[src/rtl/if_fetch_stage.sv]
// Instruction-fetch stage: fetch PC, in-order req/gnt/rvalid port, fetch queue to IF/ID.
// Optional build macro IF_MISALIGN_CHK_EN adds misalign_o and the misaligned-redirect trap.

module if_fetch_stage_chk #(
  parameter int CNT_W       = 2,
  parameter int QUEUE_DEPTH = 2
) (
  input logic             clk,
  input logic             rst,
  input logic             rvalid,
  input logic [CNT_W-1:0] outstanding,
  input logic [CNT_W:0]   occupancy
);
  // A response with nothing in flight is a memory-side protocol error.
  no_orphan_rvalid: assert property (@(posedge clk) disable iff (rst)
    !(rvalid && (outstanding == {CNT_W{1'b0}})));

  occupancy_bounded: assert property (@(posedge clk) disable iff (rst)
    (occupancy <= (CNT_W+1)'(QUEUE_DEPTH)));
endmodule

module if_fetch_stage #(
  parameter logic [31:0] RESET_PC    = 32'h0000_0000,
  parameter int          QUEUE_DEPTH = 2,
  parameter logic [31:0] NOP_INSN    = 32'h0000_0013
) (
  input  logic        clk,
  input  logic        rst,
  input  logic        stall_c_i,
  input  logic        redirect_c_i,
  input  logic [31:0] redirect_pc_i,
  output logic        imem_req_o,
  output logic [31:0] imem_addr_o,
  input  logic        imem_gnt_i,
  input  logic        imem_rvalid_i,
  input  logic [31:0] imem_rdata_i,
  output logic        valid_o,
  output logic [31:0] pc_o,
  output logic [31:0] instruction_o
`ifdef IF_MISALIGN_CHK_EN
  ,
  output logic        misalign_o
`endif
);

  localparam int               PTR_W     = $clog2(QUEUE_DEPTH);
  localparam int               CNT_W     = PTR_W + 1;
  localparam logic [PTR_W-1:0] PTR_ZERO  = {PTR_W{1'b0}};
  localparam logic [PTR_W-1:0] PTR_ONE   = PTR_W'(1);
  localparam logic [CNT_W-1:0] CNT_ZERO  = {CNT_W{1'b0}};
  localparam logic [CNT_W:0]   DEPTH_C   = (CNT_W+1)'(QUEUE_DEPTH);

  logic [31:0]      fetch_pc_r;
  logic [31:0]      q_pc_r   [QUEUE_DEPTH];
  logic [31:0]      q_insn_r [QUEUE_DEPTH];
  logic [31:0]      pcf_r    [QUEUE_DEPTH];
  logic [PTR_W-1:0] q_rd_ptr_r, q_wr_ptr_r, pcf_rd_ptr_r, pcf_wr_ptr_r;
  logic [CNT_W-1:0] q_count_r, outstanding_r, discard_r;

  logic             resp_s, drop_s, push_s, pop_s, grant_s, req_s, head_valid_s;
  logic             fetch_hold_s;
  logic [31:0]      redirect_target_s;
  logic [CNT_W:0]   occupancy_s;
  logic [CNT_W-1:0] count_n_s, outstanding_n_s, discard_n_s;

`ifdef IF_MISALIGN_CHK_EN
  logic misalign_r;

  assign fetch_hold_s      = misalign_r;
  assign misalign_o        = misalign_r;
  assign redirect_target_s = redirect_pc_i;

  // Misaligned-redirect trap: set by a redirect with nonzero low bits, left by the next redirect.
  always_ff @(posedge clk) begin
    if (rst) begin
      misalign_r <= 1'b0;
    end else if (redirect_c_i) begin
      misalign_r <= (redirect_pc_i[1:0] != 2'b00);
    end else begin
      misalign_r <= misalign_r;
    end
  end
`else
  assign fetch_hold_s      = 1'b0;
  assign redirect_target_s = redirect_pc_i & 32'hFFFF_FFFC;
`endif

  // Handshake qualification, request gating and next values of the occupancy counters.
  always_comb begin
    resp_s          = imem_rvalid_i && (outstanding_r != CNT_ZERO);
    drop_s          = resp_s && (discard_r != CNT_ZERO);
    push_s          = resp_s && (discard_r == CNT_ZERO) && !redirect_c_i && !fetch_hold_s;
    occupancy_s     = {1'b0, q_count_r} + {1'b0, outstanding_r};
    req_s           = !rst && !redirect_c_i && !fetch_hold_s && (occupancy_s < DEPTH_C);
    grant_s         = req_s && imem_gnt_i;
    head_valid_s    = (q_count_r != CNT_ZERO);
    pop_s           = head_valid_s && !stall_c_i && !redirect_c_i;
    count_n_s       = q_count_r;
    outstanding_n_s = outstanding_r;
    discard_n_s     = discard_r;
    if (redirect_c_i) begin
      // Everything still in flight after this cycle's response becomes a discard.
      count_n_s       = CNT_ZERO;
      outstanding_n_s = outstanding_r - CNT_W'(resp_s);
      discard_n_s     = outstanding_r - CNT_W'(resp_s);
    end else begin
      count_n_s       = q_count_r + CNT_W'(push_s) - CNT_W'(pop_s);
      outstanding_n_s = outstanding_r + CNT_W'(grant_s) - CNT_W'(resp_s);
      discard_n_s     = discard_r - CNT_W'(drop_s);
    end
  end

  // Head-of-queue presentation to IF/ID.
  always_comb begin
    imem_req_o    = req_s;
    imem_addr_o   = fetch_pc_r;
    valid_o       = head_valid_s;
    pc_o          = 32'h0000_0000;
    instruction_o = NOP_INSN;
    if (head_valid_s) begin
      pc_o          = q_pc_r[q_rd_ptr_r];
      instruction_o = q_insn_r[q_rd_ptr_r];
    end else if (fetch_hold_s) begin
      pc_o          = fetch_pc_r;
      instruction_o = NOP_INSN;
    end else begin
      pc_o          = 32'h0000_0000;
      instruction_o = NOP_INSN;
    end
  end

  // Fetch PC, counters and queue / PC-FIFO pointers.
  always_ff @(posedge clk) begin
    if (rst) begin
      fetch_pc_r    <= RESET_PC;
      q_count_r     <= CNT_ZERO;
      outstanding_r <= CNT_ZERO;
      discard_r     <= CNT_ZERO;
      q_rd_ptr_r    <= PTR_ZERO;
      q_wr_ptr_r    <= PTR_ZERO;
      pcf_rd_ptr_r  <= PTR_ZERO;
      pcf_wr_ptr_r  <= PTR_ZERO;
    end else begin
      q_count_r     <= count_n_s;
      outstanding_r <= outstanding_n_s;
      discard_r     <= discard_n_s;
      if (redirect_c_i) begin
        fetch_pc_r   <= redirect_target_s;
        q_rd_ptr_r   <= PTR_ZERO;
        q_wr_ptr_r   <= PTR_ZERO;
        pcf_rd_ptr_r <= PTR_ZERO;
        pcf_wr_ptr_r <= PTR_ZERO;
      end else begin
        if (grant_s) begin
          fetch_pc_r   <= fetch_pc_r + 32'd4;
          pcf_wr_ptr_r <= pcf_wr_ptr_r + PTR_ONE;
        end
        if (push_s) begin
          q_wr_ptr_r   <= q_wr_ptr_r + PTR_ONE;
          pcf_rd_ptr_r <= pcf_rd_ptr_r + PTR_ONE;
        end
        if (pop_s) begin
          q_rd_ptr_r <= q_rd_ptr_r + PTR_ONE;
        end
      end
    end
  end

  // Entry storage; contents are only observed through the counters, so no reset.
  always_ff @(posedge clk) begin
    if (grant_s) begin
      pcf_r[pcf_wr_ptr_r] <= fetch_pc_r;
    end
    if (push_s) begin
      q_pc_r[q_wr_ptr_r]   <= pcf_r[pcf_rd_ptr_r];
      q_insn_r[q_wr_ptr_r] <= imem_rdata_i;
    end
  end

  if_fetch_stage_chk #(
    .CNT_W       (CNT_W),
    .QUEUE_DEPTH (QUEUE_DEPTH)
  ) u_chk (
    .clk         (clk),
    .rst         (rst),
    .rvalid      (imem_rvalid_i),
    .outstanding (outstanding_r),
    .occupancy   (occupancy_s)
  );

endmodule

[config.mk]
export PLATFORM = sky130hd
export DESIGN_NAME = if_fetch_stage
export DESIGN_NICKNAME = d
export VERILOG_FILES = /design/src/rtl/if_fetch_stage.sv
export SDC_FILE = /design/constraint.sdc
export NUM_CORES = 1
export LEC_CHECK = 0
export BUFFER_PORTS_ARGS = -buffer_cell sky130_fd_sc_hd__clkbuf_2
export CAP_MARGIN = 20
export CORE_ASPECT_RATIO = 0.5
export CORE_UTILIZATION = 52
export DETAILED_ROUTE_END_ITERATION = 12
export HOLD_SLACK_MARGIN = 0.03
export PLACE_DENSITY = 0.75
export SETUP_SLACK_MARGIN = 0.3
export SYNTH_ARGS = -nofsm -noshare
export SYNTH_HDL_FRONTEND = slang
export SYNTH_SLANG_ARGS = --single-unit
[constraint.sdc]
create_clock -name clk -period 5.06 [get_ports clk]
set_input_delay 0.759 -clock clk [delete_from_list [all_inputs] [get_ports clk]]
set_output_delay 0.759 -clock clk [all_outputs]
set_load 0.005 [all_outputs]
==> flow_summary.toml <==
[sta]
tns_ns = 0
slew_violations = 0
tightest_slew_ns = 0.9374
finalClockSkew_ns = 0.01071
finalHoldViolCount = 0
slew_headroom = 0.3744
fin_crit_sh = 0.6126
fmax_ghz = 0.3226
period_minus_slack_ns = 3.100
setup_violations = 0
rsz0062_at_grt = "no"

[clock_tree]
cts-buffers-inserted = 20
h-tree-depth = 1
cts_tree = "built"
clkSinkCount = 226
cts_setup_buffers = 0
clk_latency_ns = 0.49
clockBufferDepth = 3
hold_buffers = 0
cts.repair.resized = 0
clk_pin_slew_ns = 0.07
clockRootBuffer = "clkbuf_16"

[yosys]
synth_ff_type = "edfxtp_1"
ys_seq_area_frac = 0.6870
async_reset_ff_frac = 0
avgSynthCellArea_um2 = 14.02
ys_types = 51
netlist_instances = 661
synth_edf_count = 184
ys_seq_elements = 226
ys_warn_count = 0
netlist_area_um2 = 9266

[detailed_routing]
drt_iter0_drc = 398
route.detailed.wl_per_inst_um = 18.11
drcViolationCount = 0
post_drt_via_cell_ratio = 5.561
vias = 5934
drt_first_pass_iters = 5
ant_nets = 0
wl_um = 19330

[global_routing]
grt_max_degree = 63
grt_pass1_wl_um = 29280
use_met2 = 0.3599
overflow = 0
track_usage = 0.2070
met1_usage = 0.2688
top_usage_layer = "met2"
grt_use_met3 = 0.03214
antenna_found_initial = 0
grt_pass1_vias = 5613

[cells_and_area]
final_nets = 897
drive_above_1_share = 0.2893
area_delta_synth_final_pct = 18.78
antennaDiodeCount = 0
ff_latch_area_um2 = 6370
post-route-util = 0.6326
multi_input_area_um2 = 2721
fill_cells = 1327

[placement]
gp_congestion = 0.8254
io_buffers = 161
dpl.hpwl_um = 12400

[pwr]
comb_power_share = 0.065
ir_worst_vdd_mv = 0.2554
p_leak_nw = 3.908
seqPwrFrac = 0.538
clkPwrFrac = 0.397
powerDensity_nw_per_um2 = 361.5
power.net_switching_mw = 0.8593
intPower_mw = 3.120
sw_frac_of_total = 0.2159

[outcome]
status = "complete, no violations"

[floorplanning]
design.core.area_um2 = 17400
die_y_um = 96.40
die-width_um = 190.8
ios = 168
dieArea_um2 = 18390
num_rows = 34
initial_core_util = 0.5326

[setup_path]
crit_arrival_ns = 2.34
worstSetupStartpointType = "flip-flop"
critPathMaxFanout = 42
criticalPathCategory = "reg -> out"
crit_required_ns = 4.30
worstSetupEndpointType = "output port"

[hold_path]
hold_path.class = "in -> reg"

[job]
maxCapViolCount = 0
==> final cells by class <==
cell class,count,share of cell area
tap,234,0.02660
clock inverter,13,0.01296
sequential,226,0.5787
clock buffer,23,0.04934
inverter,15,0.005115
multi-input combinational,385,0.2472
timing repair buffer,171,0.08003
==> per-layer routing <==
metal	vias to the layer above	routed length (um)
li1	2812	-
met2	206	9348
met3	41	1197
met5	-	0
met1	2875	8283
met4	0	495
==> cells in the mapped netlist, drive strengths merged, types with 6 or more instances <==
cell,n,area share
ha,7,0.0095
dfxtp,42,0.091
or3,10,0.0068
nand4,12,0.0097
nand2,23,0.0093
mux2i,62,0.067
clkbuf,31,0.013
mux2,30,0.036
nand3,12,0.0065
nor3b,6,0.0049
inv,15,0.0061
a311oi,8,0.0076
xnor2,11,0.010
nor2,93,0.038
nor4,8,0.0061
buf,7,0.0046
and4,6,0.0058
a211oi,8,0.0065
a31oi,7,0.0047
or4,11,0.0089
edfxtp,184,0.60
o21ai,10,0.0054
==> power by group through the flow <==
stage,clock network [mW],registers [mW],logic (mW)
final,1.58,2.14,0.258
after global routing,1.68,2.15,0.287
after CTS,1.60,2.14,0.261
after detailed placement,0,2.18,0.259
after global placement,0,2.18,0.249
after floorplan,0,2.17,0.153
==> path summary, 6_finish.rpt <==
path / start / to / cells after the start / slack (ns)
worst min register to register: imem_addr_o[19] / pcf_r[0][19] / 0 / 0.53
worst max register to register: q_count_r[0] / pcf_r[0][11] / 7 / 1.98
worst min-delay path: imem_rdata_i[1] / q_insn_r[1][1] / 1 / 0.45
worst max-delay path: flip-flop / pc_o[9] / 4 / 1.96
==> logic make-up (layout without fill, tap and decap cells) <==
family,Yosys count,after routing,share of synthesized area
flops,226,226,0.6870
xor+xnor,16,16,0.01512
fa+ha+maj,8,8,0.01161
compound gates,58,58,0.04496
other cells,1,4,0.0004047
mux,92,92,0.1034
simple gates,207,207,0.1142
buf+inv,53,222,0.02322
==> registers in the layout, indices dropped and copies added, names as in the netlist, named ones only <==
register / cells
outstanding_r: 2
q_wr_ptr_r: 1
imem_addr_o: 30
discard_r: 2
q_insn_r: 64
pcf_rd_ptr_r: 1
q_pc_r: 60
q_count_r: 2
q_rd_ptr_r: 1
pcf_r: 60
pcf_wr_ptr_r: 1
==> metrics by stage <==
| step | total power [mW] | hold WS, ns | cells | worst slack [ns] | area [um^2] |
|---|---|---|---|---|---|
| 2_1_floorplan | 2.321 | 0.4693 | 664 | 0.6379 | 9278 |
| 3_3_place_gp | 2.424 | 0.4877 | 1031 | 1.730 | 10320 |
| 3_5_place_dp | 2.440 | 0.5051 | 1031 | 1.532 | 10320 |
| 4_1_cts | 4.004 | 0.4396 | 1067 | 1.926 | 11010 |
| 5_1_grt | 4.111 | 0.4378 | 1067 | 1.773 | 11010 |
| 6_report | 3.979 | 0.4548 | 1067 | 1.960 | 11010 |
==> worst max-delay path, stage by stage (launching register included) <==
cell and delay (ns):
dfxtp_4 0.83, buf_4 0.48, mux2i_1 0.26, nor2_1 0.06, clkbuf_2 0.15
==> layout by cell type (no fill, tap or decap), drive strengths merged, types with 6 or more instances in the layout <==
cell type	instances
a211oi	8
a311oi	8
a31oi	7
and4	6
buf	10
clkbuf	184
clkinv	8
dfxtp	42
edfxtp	184
ha	7
inv	15
mux2	30
mux2i	62
nand2	23
nand3	12
nand4	12
nor2	93
nor3b	6
nor4	8
o21ai	10
or3	10
or4	11
xnor2	11
(Power assumes the default switching activity.)
